File: config.mk
export PLATFORM = sky130hd
export DESIGN_NAME = instr_fetch_arbiter
export DESIGN_NICKNAME = d
export VERILOG_FILES = /design/src/rtl/fetch_arb_pkg.sv /design/src/rtl/rr_arbiter_2.sv /design/src/rtl/instr_fetch_arbiter.sv
export SDC_FILE = /design/constraint.sdc
export NUM_CORES = 1
export LEC_CHECK = 0
export CORE_MARGIN = 3
export CORE_UTILIZATION = 36
export DETAILED_ROUTE_END_ITERATION = 12
export PLACE_DENSITY_LB_ADDON = 0.12
export SLEW_MARGIN = 20
export SYNTH_ARGS = -nofsm -noshare
export SYNTH_HDL_FRONTEND = slang
export SYNTH_SLANG_ARGS = --single-unit
export TNS_END_PERCENT = 10
File: constraint.sdc
create_clock -name clk -period 4.1 [get_ports clk]
set_input_delay 0.615 -clock clk [delete_from_list [all_inputs] [get_ports clk]]
set_output_delay 0.615 -clock clk [all_outputs]
set_load 0.05 [all_outputs]
File: src/rtl/fetch_arb_pkg.sv
// Shared definitions for the two-core instruction fetch arbiter:
// default widths, last-grant state encoding and the NOP returned on faults.
package fetch_arb_pkg;

    localparam int unsigned DEF_ADDR_W    = 32;
    localparam int unsigned DEF_DATA_W    = 32;
    localparam int unsigned DEF_ROM_DEPTH = 128;

    typedef logic [1:0] fetch_state_t;

    localparam fetch_state_t IDLE  = 2'd0;
    localparam fetch_state_t LAST0 = 2'd1;
    localparam fetch_state_t LAST1 = 2'd2;

    localparam logic [31:0] NOP_INSTR = 32'h0000_0000;

    // Idle cycles keep the previous winner so priority survives gaps in traffic.
    function automatic fetch_state_t next_last(input logic [1:0] gnt, input fetch_state_t cur);
        fetch_state_t nxt;
        nxt = cur;
        if (gnt[0]) nxt = LAST0;
        if (gnt[1]) nxt = LAST1;
        return nxt;
    endfunction

endpackage

File: src/rtl/rr_arbiter_2.sv
// Two-requester round-robin grant selection; ties go to the core that did
// not win most recently, with core 0 favoured when there is no history.
module rr_arbiter_2
    import fetch_arb_pkg::*;
(
    input  logic [1:0]   req_i,
    input  fetch_state_t last_i,
    output logic [1:0]   gnt_o
);

    always_comb begin
        gnt_o = 2'b00;
        case (req_i)
            2'b01:   gnt_o = 2'b01;
            2'b10:   gnt_o = 2'b10;
            2'b11:   gnt_o = (last_i == LAST0) ? 2'b10 : 2'b01;
            default: gnt_o = 2'b00;
        endcase
    end

endmodule

File: src/rtl/instr_fetch_arbiter.sv
// Arbitrates two cores onto one combinational instruction ROM and returns
// each fetched word one cycle later, substituting a NOP for illegal addresses.
module instr_fetch_arbiter
    import fetch_arb_pkg::*;
#(
    parameter int unsigned ADDR_W    = DEF_ADDR_W,
    parameter int unsigned DATA_W    = DEF_DATA_W,
    parameter int unsigned ROM_DEPTH = DEF_ROM_DEPTH
) (
    input  logic              clk,
    input  logic              reset,
    input  logic              req0,
    input  logic              req1,
    input  logic [ADDR_W-1:0] addr0,
    input  logic [ADDR_W-1:0] addr1,
    output logic [ADDR_W-1:0] rom_A,
    input  logic [DATA_W-1:0] rom_RD,
    output logic [DATA_W-1:0] rdata0,
    output logic [DATA_W-1:0] rdata1,
    output logic              valid0,
    output logic              valid1,
    output logic              stall0,
    output logic              stall1,
    output logic              fault0,
    output logic              fault1
);

    fetch_state_t      state_q, state_d;
    logic [1:0]        req_gated;
    logic [1:0]        gnt;
    logic [ADDR_W-1:0] word_idx;
    logic              illegal;
    logic [DATA_W-1:0] fetch_word;

    logic [DATA_W-1:0] rdata0_q, rdata0_d, rdata1_q, rdata1_d;
    logic              valid0_q, valid0_d, valid1_q, valid1_d;
    logic              fault0_q, fault0_d, fault1_q, fault1_d;

    // No grant may be issued while reset is held.
    assign req_gated = {req1, req0} & {2{~reset}};

    rr_arbiter_2 u_rr_arbiter_2 (
        .req_i  (req_gated),
        .last_i (state_q),
        .gnt_o  (gnt)
    );

    always_comb begin
        rom_A = '0;
        if (gnt[0]) rom_A = addr0;
        if (gnt[1]) rom_A = addr1;
    end

    assign word_idx   = rom_A >> 2;
    assign illegal    = (rom_A[1:0] != 2'b00) || (word_idx >= ADDR_W'(ROM_DEPTH));
    assign fetch_word = illegal ? DATA_W'(NOP_INSTR) : rom_RD;

    assign stall0 = req0 & ~gnt[0];
    assign stall1 = req1 & ~gnt[1];

    always_comb begin
        state_d  = next_last(gnt, state_q);
        valid0_d = gnt[0];
        valid1_d = gnt[1];
        fault0_d = gnt[0] & illegal;
        fault1_d = gnt[1] & illegal;
        rdata0_d = gnt[0] ? fetch_word : rdata0_q;
        rdata1_d = gnt[1] ? fetch_word : rdata1_q;
    end

    always_ff @(posedge clk or posedge reset) begin
        if (reset) begin
            state_q  <= IDLE;
            rdata0_q <= '0;
            rdata1_q <= '0;
            valid0_q <= 1'b0;
            valid1_q <= 1'b0;
            fault0_q <= 1'b0;
            fault1_q <= 1'b0;
        end else begin
            state_q  <= state_d;
            rdata0_q <= rdata0_d;
            rdata1_q <= rdata1_d;
            valid0_q <= valid0_d;
            valid1_q <= valid1_d;
            fault0_q <= fault0_d;
            fault1_q <= fault1_d;
        end
    end

    assign rdata0 = rdata0_q;
    assign rdata1 = rdata1_q;
    assign valid0 = valid0_q;
    assign valid1 = valid1_q;
    assign fault0 = fault0_q;
    assign fault1 = fault1_q;

endmodule

==> impl_metrics.prom <==
# TYPE chip_impl_metric gauge
chip_impl_info{name="run_status",value="finished, final reports clean"} 1
chip_impl_metric{name="syn-mean-instance-area",unit="um^2"} 13.4
chip_impl_info{name="crit-reg2reg-launch",value="state_q[0]"} 1
chip_impl_metric{name="rows",unit=""} 32
chip_impl_metric{name="cpPeakStageDelay",unit="ps"} 510
chip_impl_metric{name="relSlewSlack",unit=""} 0.426
chip_impl_metric{name="worst_case_setup_margin_in_the_final_layout",unit="ps"} 1220
chip_impl_metric{name="detailedRoute.firstIterationViolations",unit=""} 103
chip_impl_metric{name="grt_overflow",unit=""} 0
chip_impl_info{name="hp-class",value="primary input to async pin"} 1
chip_impl_metric{name="clk_pin_slew",unit="ps"} 80
chip_impl_metric{name="floorplan.die.width",unit="um"} 97.0
chip_impl_metric{name="syn_inst",unit=""} 223
chip_impl_metric{name="num_antenna_cells",unit=""} 0
chip_impl_info{name="ys_top_cells_by_area",value="dfrtp_1 59%, a22o_1 28%, buf_6 2.3%"} 1
chip_impl_metric{name="worstPathRequired",unit="ps"} 3480
chip_impl_info{name="grt_setup_unrepaired",value="false"} 1
chip_impl_metric{name="min_period_over_period",unit=""} 0.702
chip_impl_metric{name="antenna_violating_nets_remaining",unit=""} 0
chip_impl_metric{name="die-area",unit="um^2"} 9420
chip_impl_metric{name="timing.setup.tns",unit="ps"} 0
chip_impl_metric{name="max-cap-violations",unit=""} 0
chip_impl_metric{name="clkLatencyLatePin",unit="ps"} 350
chip_impl_info{name="layout.cells.most_common",value="clkdlybuf4s50_1"} 1
chip_impl_metric{name="initial_antenna_violation_count",unit=""} 0
chip_impl_info{name="crit-reg2reg-capture",value="rdata0[31]"} 1
chip_impl_metric{name="gpl.final_weighted_congestion",unit=""} 0.742
chip_impl_info{name="cp_slowest_cell",value="clkdlybuf4s50_1"} 1
chip_impl_metric{name="post-dp-hpwl",unit="mm"} 7.48
chip_impl_metric{name="pwr-share-comb",unit=""} 0.215
chip_impl_metric{name="power_frac_seq",unit=""} 0.412
chip_impl_metric{name="routed-via-count",unit=""} 2852
chip_impl_metric{name="critical_path_peak_fanout",unit=""} 35
chip_impl_metric{name="grt_use_total",unit=""} 0.218
chip_impl_metric{name="fillCellCount",unit=""} 641
chip_impl_metric{name="slew_viol_final",unit=""} 0
chip_impl_metric{name="area_growth",unit="%"} 73.9
chip_impl_metric{name="maxClockFrequency",unit="GHz"} 0.347
chip_impl_metric{name="final_layout_size_suffix_gt1_frac",unit=""} 0.153
chip_impl_metric{name="io_buffer_count",unit=""} 201
chip_impl_metric{name="setup.reg_to_reg.worst_slack",unit="ps"} 2060
chip_impl_metric{name="wirelength",unit="mm"} 10.3
chip_impl_metric{name="detailedPlace.worstSlack",unit="ps"} 1210
chip_impl_metric{name="routed_wire_length_per_instance",unit="um"} 19.5
chip_impl_metric{name="cts_max_path_buffers",unit=""} 2
chip_impl_metric{name="worst-slew-pin-transition",unit="ps"} 861
chip_impl_info{name="cts.root.buffer_cell",value="clkbuf_8"} 1
chip_impl_metric{name="floorplan.initialDensity",unit=""} 0.378
chip_impl_metric{name="clockPowerShare",unit=""} 0.374
chip_impl_metric{name="grt_first_pass_wirelength",unit="mm"} 16.5
chip_impl_metric{name="ys_seq_area_frac",unit=""} 0.587
chip_impl_metric{name="synth_area",unit="um^2"} 2980
chip_impl_metric{name="internal_power",unit="mW"} 1.20
chip_impl_metric{name="post-route-min-period",unit="ps"} 2880
chip_impl_metric{name="final.hold.worst_slack",unit="ps"} 458
chip_impl_metric{name="report.final.setup_viol",unit=""} 0
chip_impl_metric{name="numClockSinks",unit=""} 70
chip_impl_metric{name="critical_path_arrival",unit="ps"} 2260
chip_impl_metric{name="cts_buffers",unit=""} 9
chip_impl_metric{name="first_global_vias",unit=""} 3147
chip_impl_info{name="worst_setup_path_start_kind",value="primary input"} 1
chip_impl_metric{name="coreArea",unit="um^2"} 7890
chip_impl_metric{name="synth_largest_type_area_fraction",unit=""} 0.587
chip_impl_metric{name="postLayoutCoreUtil",unit=""} 0.658
chip_impl_info{name="timing.setup.critical_path_class",value="primary input to output pin"} 1
chip_impl_metric{name="routed_via_density",unit=""} 5.42
chip_impl_metric{name="detail_route.drc_violations",unit=""} 0
chip_impl_metric{name="max-vdd-ir-drop",unit="mV"} 0.205
chip_impl_metric{name="cts_max_level",unit=""} 3
chip_impl_metric{name="synth_seq_cells",unit=""} 70
chip_impl_info{name="timing.critical_path.to_type",value="output pin"} 1
chip_impl_metric{name="finalHoldViolCount",unit=""} 0
chip_impl_metric{name="post_cts.resized_instances",unit=""} 0
chip_impl_metric{name="clock_skew_after_layout",unit="ps"} 13.4
chip_impl_metric{name="drtPass1Iterations",unit=""} 4
chip_impl_info{name="cts_tree",value="yes"} 1
chip_impl_metric{name="post-cts-setup-buffers",unit=""} 0
chip_impl_metric{name="leak",unit="nW"} 2.33
chip_impl_metric{name="hold_buffers",unit=""} 0
chip_impl_metric{name="num-nets-final",unit=""} 519
chip_impl_metric{name="power-per-cell-area",unit="nW/um^2"} 328
chip_impl_metric{name="power.share.switching",unit=""} 0.292
chip_impl_metric{name="die_y",unit="um"} 97.0
chip_impl_metric{name="synth_fp_nets",unit=""} 323
chip_impl_metric{name="netSwitchingPower",unit="mW"} 0.497
chip_impl_info{name="layout_common_cells",value="167 x clkdlybuf4s50_1, 95 x a22o_1, 70 x dfrtp_1"} 1
chip_impl_metric{name="boundaryPins",unit=""} 202
chip_impl_info{name="yosysTopAreaCell",value="dfrtp_1"} 1
chip_impl_metric{name="worst_r2r_path_depth",unit=""} 5
chip_impl_metric{name="grt_max_degree",unit=""} 69
chip_impl_metric{name="synth.lib_cells_used.distinct",unit=""} 25
chip_impl_metric{name="yosysWarnings",unit=""} 0
chip_impl_info{name="timing.critical_path.cells",value="clkdlybuf4s50_1 > nand2_1 > a21o_1 > inv_2 > a22o_1 > buf_4"} 1
state kept, by name (all words and copies together) (netlist names):
register and count:
rdata0 32, rdata1 32, state_q 2, fault0 1, fault1 1, valid0 1, valid1 1
worst max path at each step:
| stage | from | to | slack (ps) | depth (start not counted) |
|---|---|---|---|---|
| 2_1_floorplan | reset | rom_A[14] | 100 | 7 |
| 3_3_place_gp | reset | rom_A[8] | 1240 | 7 |
| 3_5_place_dp | req1 | rom_A[8] | 1210 | 6 |
| 4_1_cts | req1 | rom_A[8] | 1210 | 6 |
| 5_1_grt | req0 | rom_A[11] | 1110 | 6 |
| 6_report | req1 | rom_A[8] | 1220 | 6 |
synthesized netlist by cell type, drive strengths merged:
cell and n:
a21o 2, a22o 96, and2 3, and4 1, buf 18, clkbuf 2
dfrtp 70, inv 3, nand2 3, nand2b 1, nand3 1, nand4 2
nor2 5, nor2b 1, nor3 3, nor4 10, o21ai 1, o31a 1
area by class of cell:
type | count | area [um^2] | area share
clock buffers | 9 | 124 | 0.0239
clock inverters | 7 | 106 | 0.0205
inverters | 3 | 11.3 | 0.00217
multi-input cells | 130 | 1090 | 0.209
flip-flops and latches | 70 | 1750 | 0.338
well taps | 102 | 128 | 0.0246
repair buffers | 205 | 1980 | 0.382
power by group through the flow:
stage | logic [mW] | registers (mW) | clock network [mW]
after floorplan | 0.177 | 0.723 | 0
after global placement | 0.364 | 0.714 | 0
after detailed placement | 0.367 | 0.714 | 0
after CTS | 0.368 | 0.700 | 0.648
after global routing | 0.385 | 0.701 | 0.672
final | 0.365 | 0.700 | 0.635
critical path, delay by kind of cell:
kind	cells	cell delay, ps
AO/OA/AOI/OAI	2	420
buffers and inverters	3	1130
AND/OR/NAND/NOR	1	80
kinds of logic (layout without fill, tap and decap cells):
| logic type | count (synthesis) | in the layout | share of synthesized area |
|---|---|---|---|
| compound gates | 100 | 100 | 0.292 |
| flops | 70 | 70 | 0.587 |
| buf+inv | 23 | 224 | 0.0491 |
| simple gates | 30 | 30 | 0.0721 |
layer usage:
metal	global-route usage	vias up	part of all wire
li1	-	1288	-
met1	0.245	1411	0.39
met2	0.396	145	0.52
met3	0.0721	8	0.078
met4	0.0518	0	0.013
met5	0	-	0
per-stage QoR:
stage | instances | total power, mW | instance area [um^2]
after floorplan | 223 | 0.899 | 2980
after global placement | 510 | 1.08 | 4960
after detailed placement | 510 | 1.08 | 4960
after CTS | 526 | 1.72 | 5190
after global routing | 526 | 1.76 | 5190
final | 526 | 1.70 | 5190
No activity file was read; power rests on OpenSTA's default activity.
